$ cat src/rtl/xbar_slave_sched.sv
// Per-slave scheduler: round-robin over the write and read requesters of every master,
// issuing one command at a time to the slave and routing the read response back.
module xbar_slave_sched #(
  parameter int AWIDTH     = 32,
  parameter int DWIDTH     = 32,
  parameter int MASTER_NUM = 2,
  parameter int TIMEOUT    = 255
) (
  input  logic                              aclk,
  input  logic                              areset,
  input  logic [MASTER_NUM-1:0]             rd_req,
  input  logic [MASTER_NUM*AWIDTH-1:0]      rd_addr,
  output logic [MASTER_NUM-1:0]             rd_pop,
  input  logic [MASTER_NUM-1:0]             wr_req,
  input  logic [MASTER_NUM*AWIDTH-1:0]      wr_addr,
  input  logic [MASTER_NUM*DWIDTH-1:0]      wr_data,
  output logic [MASTER_NUM-1:0]             wr_ack,
  output logic                              sl_req,
  output logic                              sl_we,
  output logic [AWIDTH-1:0]                 sl_addr,
  output logic [DWIDTH-1:0]                 sl_wdata,
  input  logic                              sl_ack,
  input  logic                              sl_resp,
  input  logic [DWIDTH-1:0]                 sl_rdata,
  output logic [MASTER_NUM-1:0]             resp_valid,
  output logic [DWIDTH-1:0]                 resp_data,
  output logic                              resp_err,
  output logic                              busy,
  output logic [$clog2(2*MASTER_NUM)-1:0]   grant_id
);

  localparam int RING = 2 * MASTER_NUM;
  localparam int IW   = $clog2(RING);
  localparam int MW   = IW - 1;
  localparam int CW   = $clog2(TIMEOUT + 1);

  typedef enum logic [1:0] {
    IDLE      = 2'd0,
    ISSUE     = 2'd1,
    WAIT_RESP = 2'd2
  } state_t;

  state_t              state, state_nx;
  logic [IW-1:0]       ptr;
  logic [IW-1:0]       g_q;
  logic                we_q;
  logic [AWIDTH-1:0]   addr_q;
  logic [DWIDTH-1:0]   wdata_q;
  logic [CW-1:0]       cnt;

  logic [RING-1:0]     req_vec;
  logic                found;
  logic [IW-1:0]       pick;
  logic [IW:0]         sum;
  logic [AWIDTH-1:0]   sel_addr;
  logic [DWIDTH-1:0]   sel_wdata;
  logic [MASTER_NUM-1:0] m_onehot;
  logic                ack_fire;
  logic                timeout_hit;

  // Ring layout: even index = write of master m, odd index = read of master m.
  always_comb begin
    req_vec = '0;
    for (int m = 0; m < MASTER_NUM; m++) begin
      req_vec[2*m]   = wr_req[m];
      req_vec[2*m+1] = rd_req[m];
    end
  end

  // NOTE: every variable written in always_comb gets a default first, so no path
  // through the block leaves it unassigned and no latch is inferred.
  always_comb begin
    found = 1'b0;
    pick  = '0;
    sum   = '0;
    for (int i = 0; i < RING; i++) begin
      sum = {1'b0, ptr} + (IW+1)'(i);
      if (sum >= (IW+1)'(RING)) sum = sum - (IW+1)'(RING);
      if (!found && req_vec[sum[IW-1:0]]) begin
        found = 1'b1;
        pick  = sum[IW-1:0];
      end
    end
  end

  always_comb begin
    sel_addr  = '0;
    sel_wdata = '0;
    for (int m = 0; m < MASTER_NUM; m++) begin
      if (pick[IW-1:1] == MW'(m)) begin
        sel_addr  = pick[0] ? rd_addr[m*AWIDTH +: AWIDTH] : wr_addr[m*AWIDTH +: AWIDTH];
        sel_wdata = pick[0] ? '0 : wr_data[m*DWIDTH +: DWIDTH];
      end
    end
  end

  assign m_onehot    = MASTER_NUM'(1) << g_q[IW-1:1];
  assign ack_fire    = (state == ISSUE) && sl_ack;
  assign timeout_hit = (cnt == CW'(TIMEOUT - 1));

  always_comb begin
    state_nx = state;
    sl_req   = 1'b0;
    sl_we    = 1'b0;
    wr_ack   = '0;
    rd_pop   = '0;
    unique case (state)
      IDLE: begin
        if (found) state_nx = ISSUE;
      end
      ISSUE: begin
        sl_req = 1'b1;
        sl_we  = we_q;
        if (sl_ack) begin
          if (we_q) begin
            wr_ack   = m_onehot;
            state_nx = IDLE;
          end else begin
            rd_pop   = m_onehot;
            state_nx = WAIT_RESP;
          end
        end
      end
      WAIT_RESP: begin
        if (sl_resp || timeout_hit) state_nx = IDLE;
      end
      default: state_nx = IDLE;
    endcase
  end

  assign busy     = (state != IDLE);
  assign sl_addr  = addr_q;
  assign sl_wdata = wdata_q;
  assign grant_id = g_q;

  // NOTE: sequential state uses non-blocking assignments so every register samples
  // the pre-edge values of the others, independent of statement order.
  always_ff @(posedge aclk or posedge areset) begin
    if (areset) begin
      state <= IDLE;
    end else begin
      state <= state_nx;
    end
  end

  always_ff @(posedge aclk or posedge areset) begin
    if (areset) begin
      ptr        <= '0;
      g_q        <= '0;
      we_q       <= 1'b0;
      addr_q     <= '0;
      wdata_q    <= '0;
      cnt        <= '0;
      resp_valid <= '0;
      resp_data  <= '0;
      resp_err   <= 1'b0;
    end else begin
      resp_valid <= '0;
      resp_err   <= 1'b0;
      unique case (state)
        IDLE: begin
          if (found) begin
            g_q     <= pick;
            ptr     <= (pick == IW'(RING - 1)) ? '0 : pick + IW'(1);
            we_q    <= ~pick[0];
            addr_q  <= sel_addr;
            wdata_q <= sel_wdata;
          end
        end
        ISSUE: begin
          if (ack_fire && !we_q) cnt <= '0;
        end
        WAIT_RESP: begin
          cnt <= cnt + CW'(1);
          // A response arriving on the timeout cycle still counts as a good response.
          if (sl_resp) begin
            resp_valid <= m_onehot;
            resp_data  <= sl_rdata;
          end else if (timeout_hit) begin
            resp_valid <= m_onehot;
            resp_data  <= '0;
            resp_err   <= 1'b1;
          end
        end
        default: ;
      endcase
    end
  end

endmodule

$ cat config.mk
export PLATFORM = sky130hd
export DESIGN_NAME = xbar_slave_sched
export DESIGN_NICKNAME = d
export VERILOG_FILES = /design/src/rtl/xbar_slave_sched.sv
export SDC_FILE = /design/constraint.sdc
export NUM_CORES = 1
export LEC_CHECK = 0
export CELL_PAD_IN_SITES_DETAIL_PLACEMENT = 0
export CELL_PAD_IN_SITES_GLOBAL_PLACEMENT = 1
export CORE_MARGIN = 4
export CORE_UTILIZATION = 28
export DETAILED_ROUTE_END_ITERATION = 6
export PLACE_DENSITY = 0.91
export SYNTH_ARGS = -nofsm -noshare
export SYNTH_HDL_FRONTEND = slang
export SYNTH_SLANG_ARGS = --single-unit
$ cat constraint.sdc
create_clock -name aclk -period 4.5 [get_ports aclk]
set_input_delay 0.9 -clock aclk [delete_from_list [all_inputs] [get_ports aclk]]
set_output_delay 0.9 -clock aclk [all_outputs]
set_load 0.01 [all_outputs]
# Yosys cells after proc, flatten, opt, wreduce, memory -nomap -nowiden
# Cells that the tools add are included.
dict set report totals {
  register_bits 114
  inputBits 232
  out_inout_bits 108
  wordCells 105
}
dict set report classes {
  addsub 9
  order_cmp 8
  n_eq_ne 8
  shift 1
  mux 50
  bitwise 1
  reduce_logical 18
}
# operator n
set ops {}
lappend ops {{2-to-1 mux 32 bit} 8}
lappend ops {{2-to-1 mux 2 bit} 22}
lappend ops {{one-hot mux 8 bit (2 select lines)} 1}
lappend ops {{2-to-1 mux 1 bit} 13}
lappend ops {{less-than comparator 2 x 3 -> 1 bit, second input constant} 4}
lappend ops {{>= comparator 3 bit, second input constant} 3}
lappend ops {{adder 8 x 1 -> 8 bit, second input constant} 1}
lappend ops {{binary-select mux 1 bit (select 2 bit)} 4}
lappend ops {{== test 8 bit, second input constant} 1}
lappend ops {{2-to-1 mux 8 bit} 1}
lappend ops {{subtractor 2 x 1 -> 2 bit, second input constant} 4}
lappend ops {{adder 2 x 2 -> 3 bit, second input constant} 2}
lappend ops {{inequality test 2 bit, second input constant} 3}
lappend ops {{one-hot mux 2 bit (3 select lines)} 1}
lappend ops {{AND reduction 2 bit} 3}
lappend ops {{nonzero test 2 bit} 3}
lappend ops {{logical AND 1 bit} 5}
lappend ops {{== test 2 bit, second input constant} 2}
lappend ops {{zero test 1 bit} 4}
lappend ops {{adder 2 x 1 -> 3 bit, second input constant} 1}
lappend ops {{>= comparator 2 x 3 -> 1 bit, second input constant} 1}
lappend ops {{AND reduction 3 bit} 1}
lappend ops {{adder 2 x 1 -> 2 bit, second input constant} 1}
lappend ops {{== test 2 x 1 -> 1 bit, second input constant} 1}
lappend ops {{5 further kinds} 5}

# Longest topological paths before layout
dict set report logic_depth {
  depth_word 16
  depth_mapped 7
  depth_no_buf 6
}

# Worst setup path after synthesis
# No wires, ideal clock.
dict set report synth_timing {
  kind {input -> register}
  from {input port wr_req[0]}
  to {register addr_q[0], in the netlist sl_addr[0]}
  setup_ns 0.126
  arrival_ns 2.259
  t_required_ns 4.374
  setup_slack_ns 2.115
  path_stages 7
  n_path_buf 2
  path_cell_list {nand2_1 > or2_2 > buf_2 > nand3_4 > buf_6 > mux2_4 > a221o_1}
}
dict set report synth_via {
  elab_chain_len 14
  word_cells_on_any_way 26
  classes_between {19 x mux; 7 x reduce/logical}
}
# element line
set synth_rtl {}
lappend synth_rtl {{start, declared} 14} ;# input logic [MASTER_NUM-1:0] wr_req,
lappend synth_rtl {{binary-select mux 1 bit (select 2 bit)} 79} ;# if (!found && req_vec[sum[IW-1:0]]) begin
lappend synth_rtl {{2-to-1 mux 1 bit (not written as such)} 79}
lappend synth_rtl {{2-to-1 mux 1 bit} 79}
lappend synth_rtl {{zero test 1 bit} 79}
lappend synth_rtl {{logical AND 1 bit} 79}
lappend synth_rtl {{2-to-1 mux 1 bit} 79}
lappend synth_rtl {{zero test 1 bit} 79}
lappend synth_rtl {{logical AND 1 bit} 79}
lappend synth_rtl {{2-to-1 mux 1 bit} 79}
lappend synth_rtl {{zero test 1 bit} 79}
lappend synth_rtl {{logical AND 1 bit} 79}
lappend synth_rtl {{2-to-1 mux 2 bit} 79}
lappend synth_rtl {{2-to-1 mux 32 bit} 91} ;# sel_addr = pick[0] ? rd_addr[m*AWIDTH +: AWIDTH] : wr_addr[m*AWIDTH +: AWIDTH];
lappend synth_rtl {{2-to-1 mux 32 bit} 90} ;# if (pick[IW-1:1] == MW'(m)) begin
lappend synth_rtl {{end signal, assigned} 166} ;# addr_q <= sel_addr;
lappend synth_rtl {{end, declared} 47} ;# logic [AWIDTH-1:0] addr_q;
# Parallel ways exist; a longest one is shown, timed or not. The select of a mux whose other input is x is not followed.
# A chain may end at the register's enable or synchronous reset.

# Worst setup path after layout
dict set report layout_timing {
  from {input port rd_req[1]}
  to {register addr_q[19], in the netlist sl_addr[19]}
}
dict set report layout_via {
  elab_chain_len 14
  word_cells_on_any_way 26
  classes_between {19 x mux; 7 x reduce/logical}
}
# element line
set layout_rtl {}
lappend layout_rtl {{start, declared} 11} ;# input logic [MASTER_NUM-1:0] rd_req,
lappend layout_rtl {{binary-select mux 1 bit (select 2 bit)} 79}
lappend layout_rtl {{2-to-1 mux 1 bit (not written as such)} 79}
lappend layout_rtl {{2-to-1 mux 1 bit} 79}
lappend layout_rtl {{zero test 1 bit} 79}
lappend layout_rtl {{logical AND 1 bit} 79}
lappend layout_rtl {{2-to-1 mux 1 bit} 79}
lappend layout_rtl {{zero test 1 bit} 79}
lappend layout_rtl {{logical AND 1 bit} 79}
lappend layout_rtl {{2-to-1 mux 1 bit} 79}
lappend layout_rtl {{zero test 1 bit} 79}
lappend layout_rtl {{logical AND 1 bit} 79}
lappend layout_rtl {{2-to-1 mux 2 bit} 79}
lappend layout_rtl {{2-to-1 mux 32 bit} 91}
lappend layout_rtl {{2-to-1 mux 32 bit} 90}
# Parallel ways exist; a longest one is shown, timed or not. The select of a mux whose other input is x is not followed.

==> flow_summary.ini <==
[status]
status = finished, final reports clean

[final_layout]
area_delta_synth_final_pct = 71.9
antenna-diode-count = 0
drive_above_1_share_pct = 12.7
post_layout_nonfiller_instances = 1149
final_design_area_no_fill_um2 = 10200
final_nets = 1100
postLayoutCoreUtil_pct = 49.6

[power_and_ir_drop]
leakage_nw = 4.24
power_density_nw_per_um2 = 601
peakVddDrop_v = 0.000249

[clock_network]
clk_root_buffer_cell = sky130_fd_sc_hd__clkbuf_16
cts.htree.levels = 4
cts_repair_resize_count = 0
clk_latency_ps = 400
cts_max_path_buffers = 2
cts_hold_buffers = 0
number_of_buffers_created_by_cts = 17
post_cts_buffers = 0
clock_transition_at_the_registers_of_the_reported_paths_ps = 60
clock_sinks = 113
cts_tree = yes

[die]
initial_utilization_pct = 28.8
floorplan.core_area_um2 = 20600
die_area_um2 = 23600
die_width_um = 154
rows = 52
die_y_um = 154
floorplan.io_pins = 340

[worst_setup_path]
worstPathCellList = clkdlybuf4s50_1 > or2_2 > nand3_4 > buf_12 > mux2_4 > a221o_1
reg2reg_slack_ps = 1730
crit_path_category = input port to register
worstReg2RegEnd = sl_addr[19]
worstSetupStartpointType = input port
worst_ep_required_time_ps = 4780
crit_path_max_incr_delay_ps = 630
reg2reg_depth = 6
max_stage_delay_cell_worst_path = sky130_fd_sc_hd__or2_2
critical_path_endpoint_category = register
critPathArrivalTime_ps = 3590
timing.rr.start = ptr[1]
crit_fanout = 33

[logic_synthesis]
netlist_top_cells_area = sky130_fd_sc_hd__dfrtp_1 48%, sky130_fd_sc_hd__mux2_4 7.1%, sky130_fd_sc_hd__mux2i_1 5.6%
ys_async_sr_fraction_pct = 100
postSynthCellCount = 545
post-synth-top-area-cell = sky130_fd_sc_hd__dfrtp_1
synth_area_um2 = 5930
synth_seq_cells = 113
synth.lib_cells_used.distinct = 38
synthesis.yosys.warnings = 0
most_numerous_cell_types_in_the_synthesized_netlist = 113 x sky130_fd_sc_hd__dfrtp_1, 48 x sky130_fd_sc_hd__o21ai_0, 43 x sky130_fd_sc_hd__nand2_1
synthFlopType = sky130_fd_sc_hd__dfrtp_1
number_of_synthesized_flops_with_an_enable_pin = 0
synth_sequential_area_ratio_pct = 47.7
synth_area_per_inst_um2 = 10.9
syn_nets = 779
yosysTopAreaCellShare_pct = 47.7
synth.most_common_cell = sky130_fd_sc_hd__dfrtp_1

[sta]
setup-violations-final = 0
fin_setup_tns_ps = 0
clock_skew_ps = 7.13
rsz0062_at_grt = false
slew_viol_final = 0
worst_pin_slew_ps = 1190
timing.slew.headroom_pct = 20.4
final_hold_viol_count = 0
final_min_period_over_clock_period_pct = 73.6
timing.final.ws_setup_ps = 1190
fin_crit_ps = 3310
fmaxAchievable_ghz = 0.302

[worst_hold_path]
min_from = sl_wdata[21]
worstHoldPathCells = 2
hold_path.class = register to register
min_to = sl_wdata[21]

[grt]
first_pass_grt_wire_length_um = 34900
antenna_found_initial = 0
via_count_of_the_first_global_routing_pass = 6163
globalRouteTotalUtil_pct = 18.7
grt_start_max_net_pins = 68
grt-ovfl-total = 0

[routing]
detailedRoute.firstPassIterationCount = 5
drt_drc_violations_left = 0
vias = 5804
dr.first_iter.drc_count = 327
totalWireLength_um = 22400
vias_per_cell = 5.05
drtAntennaViolNets = 0
drt-wirelength-per-cell_um = 19.5

[place]
place.detailed.hpwl_um = 17100
io_buffer_count = 339
pre_cts_ws_ps = 768
gpl.final_weighted_congestion = 0.874
placedInstanceArea_um2 = 9560
place_inst = 1117

[run]
maxCapViolCount = 0
-- critical path: cells and delay by family --
kind | cells | cell delay [ps]
AOI/OAI and AO/OA | 1 | 330
buffers and inverters | 2 | 930
muxes | 1 | 300
and+or+nand+nor | 2 | 1120
-- per-stage QoR --
step / power [mW] / hold slack [ps]
final: 6.13 / 474
after global routing: 6.49 / 507
after CTS: 6.20 / 481
after detailed placement: 4.73 / 469
after global placement: 4.68 / 461
after floorplan: 3.25 / 451
-- metal layers --
layer,routed length [um],global-route usage (%),up-vias
li1,-,-,2717
met1,9010,22.7,2754
met2,10900,31.2,291
met3,1830,5.73,42
met4,699,7.57,0
met5,0,0,-
-- layout make-up --
type	count	area [um^2]
Inverter	6	25.0
Clock inverter	15	204
Multi-Input combinational cell	373	2850
Fill cell	1895	10400
Timing Repair Buffer	355	3530
Sequential cell	113	2830
Tap cell	270	338
Clock buffer	17	425
-- logic make-up after synthesis --
kind of cell / count (synthesis) / share of synthesized area, %
adders and majority gates: 2 / 0.422
xor gates and xnor gates: 3 / 0.443
and+or+nand+nor: 118 / 10.1
muxes: 65 / 13.4
AOI/OAI and AO/OA: 185 / 23.2
DFF: 113 / 47.7
buffers and inverters: 59 / 4.71
-- where the power goes --
| group | internal, mW | switching, mW | total (mW) |
|---|---|---|---|
| combinational | 1.58 | 1.39 | 2.97 |
| sequential | 1.45 | 0.262 | 1.71 |
| clock | 0.932 | 0.509 | 1.44 |
-- placed cells by master (no fill, tap or decap), types with 3 or more instances in the layout --
master and instances:
sky130_fd_sc_hd__o21ai_0 47, sky130_fd_sc_hd__nand4_1 35, sky130_fd_sc_hd__mux2_2 4, sky130_fd_sc_hd__a21oi_1 15
sky130_fd_sc_hd__dfrtp_1 113, sky130_fd_sc_hd__o31ai_1 33, sky130_fd_sc_hd__inv_6 4, sky130_fd_sc_hd__buf_4 15
sky130_fd_sc_hd__inv_1 5, sky130_fd_sc_hd__clkdlybuf4s50_1 339, sky130_fd_sc_hd__mux2i_1 33, sky130_fd_sc_hd__a221o_1 32
sky130_fd_sc_hd__nor2_1 12, sky130_fd_sc_hd__nor2_2 3, sky130_fd_sc_hd__clkbuf_16 17, sky130_fd_sc_hd__nor2b_1 3
sky130_fd_sc_hd__nand2b_1 3, sky130_fd_sc_hd__nand2_1 43, sky130_fd_sc_hd__a21oi_2 20, sky130_fd_sc_hd__nand3_1 5
sky130_fd_sc_hd__clkinvlp_4 4, sky130_fd_sc_hd__mux2_4 28, sky130_fd_sc_hd__bufinv_16 4, sky130_fd_sc_hd__a22o_1 32
-- sequential cells by signal, summed over array words and instances (netlist names) --
| name | count |
|---|---|
| state | 2 |
| grant_id | 2 |
| resp_valid | 2 |
| resp_data | 32 |
| sl_wdata | 32 |
| cnt | 8 |
| ptr | 2 |
| sl_addr | 32 |
| resp_err | 1 |
-- how the worst max path moves through the flow --
stage / depth (start not counted) / startpoint / slack, ps / end
2_1_floorplan: 1 / areset / 610 / cnt[0]
3_3_place_gp: 6 / rd_req[1] / 830 / sl_addr[22]
3_5_place_dp: 6 / rd_req[1] / 770 / sl_addr[27]
4_1_cts: 6 / rd_req[1] / 1210 / sl_addr[19]
5_1_grt: 6 / rd_req[1] / 1060 / sl_addr[19]
6_report: 6 / rd_req[1] / 1190 / sl_addr[19]
Power figures use the tool's default switching activity.
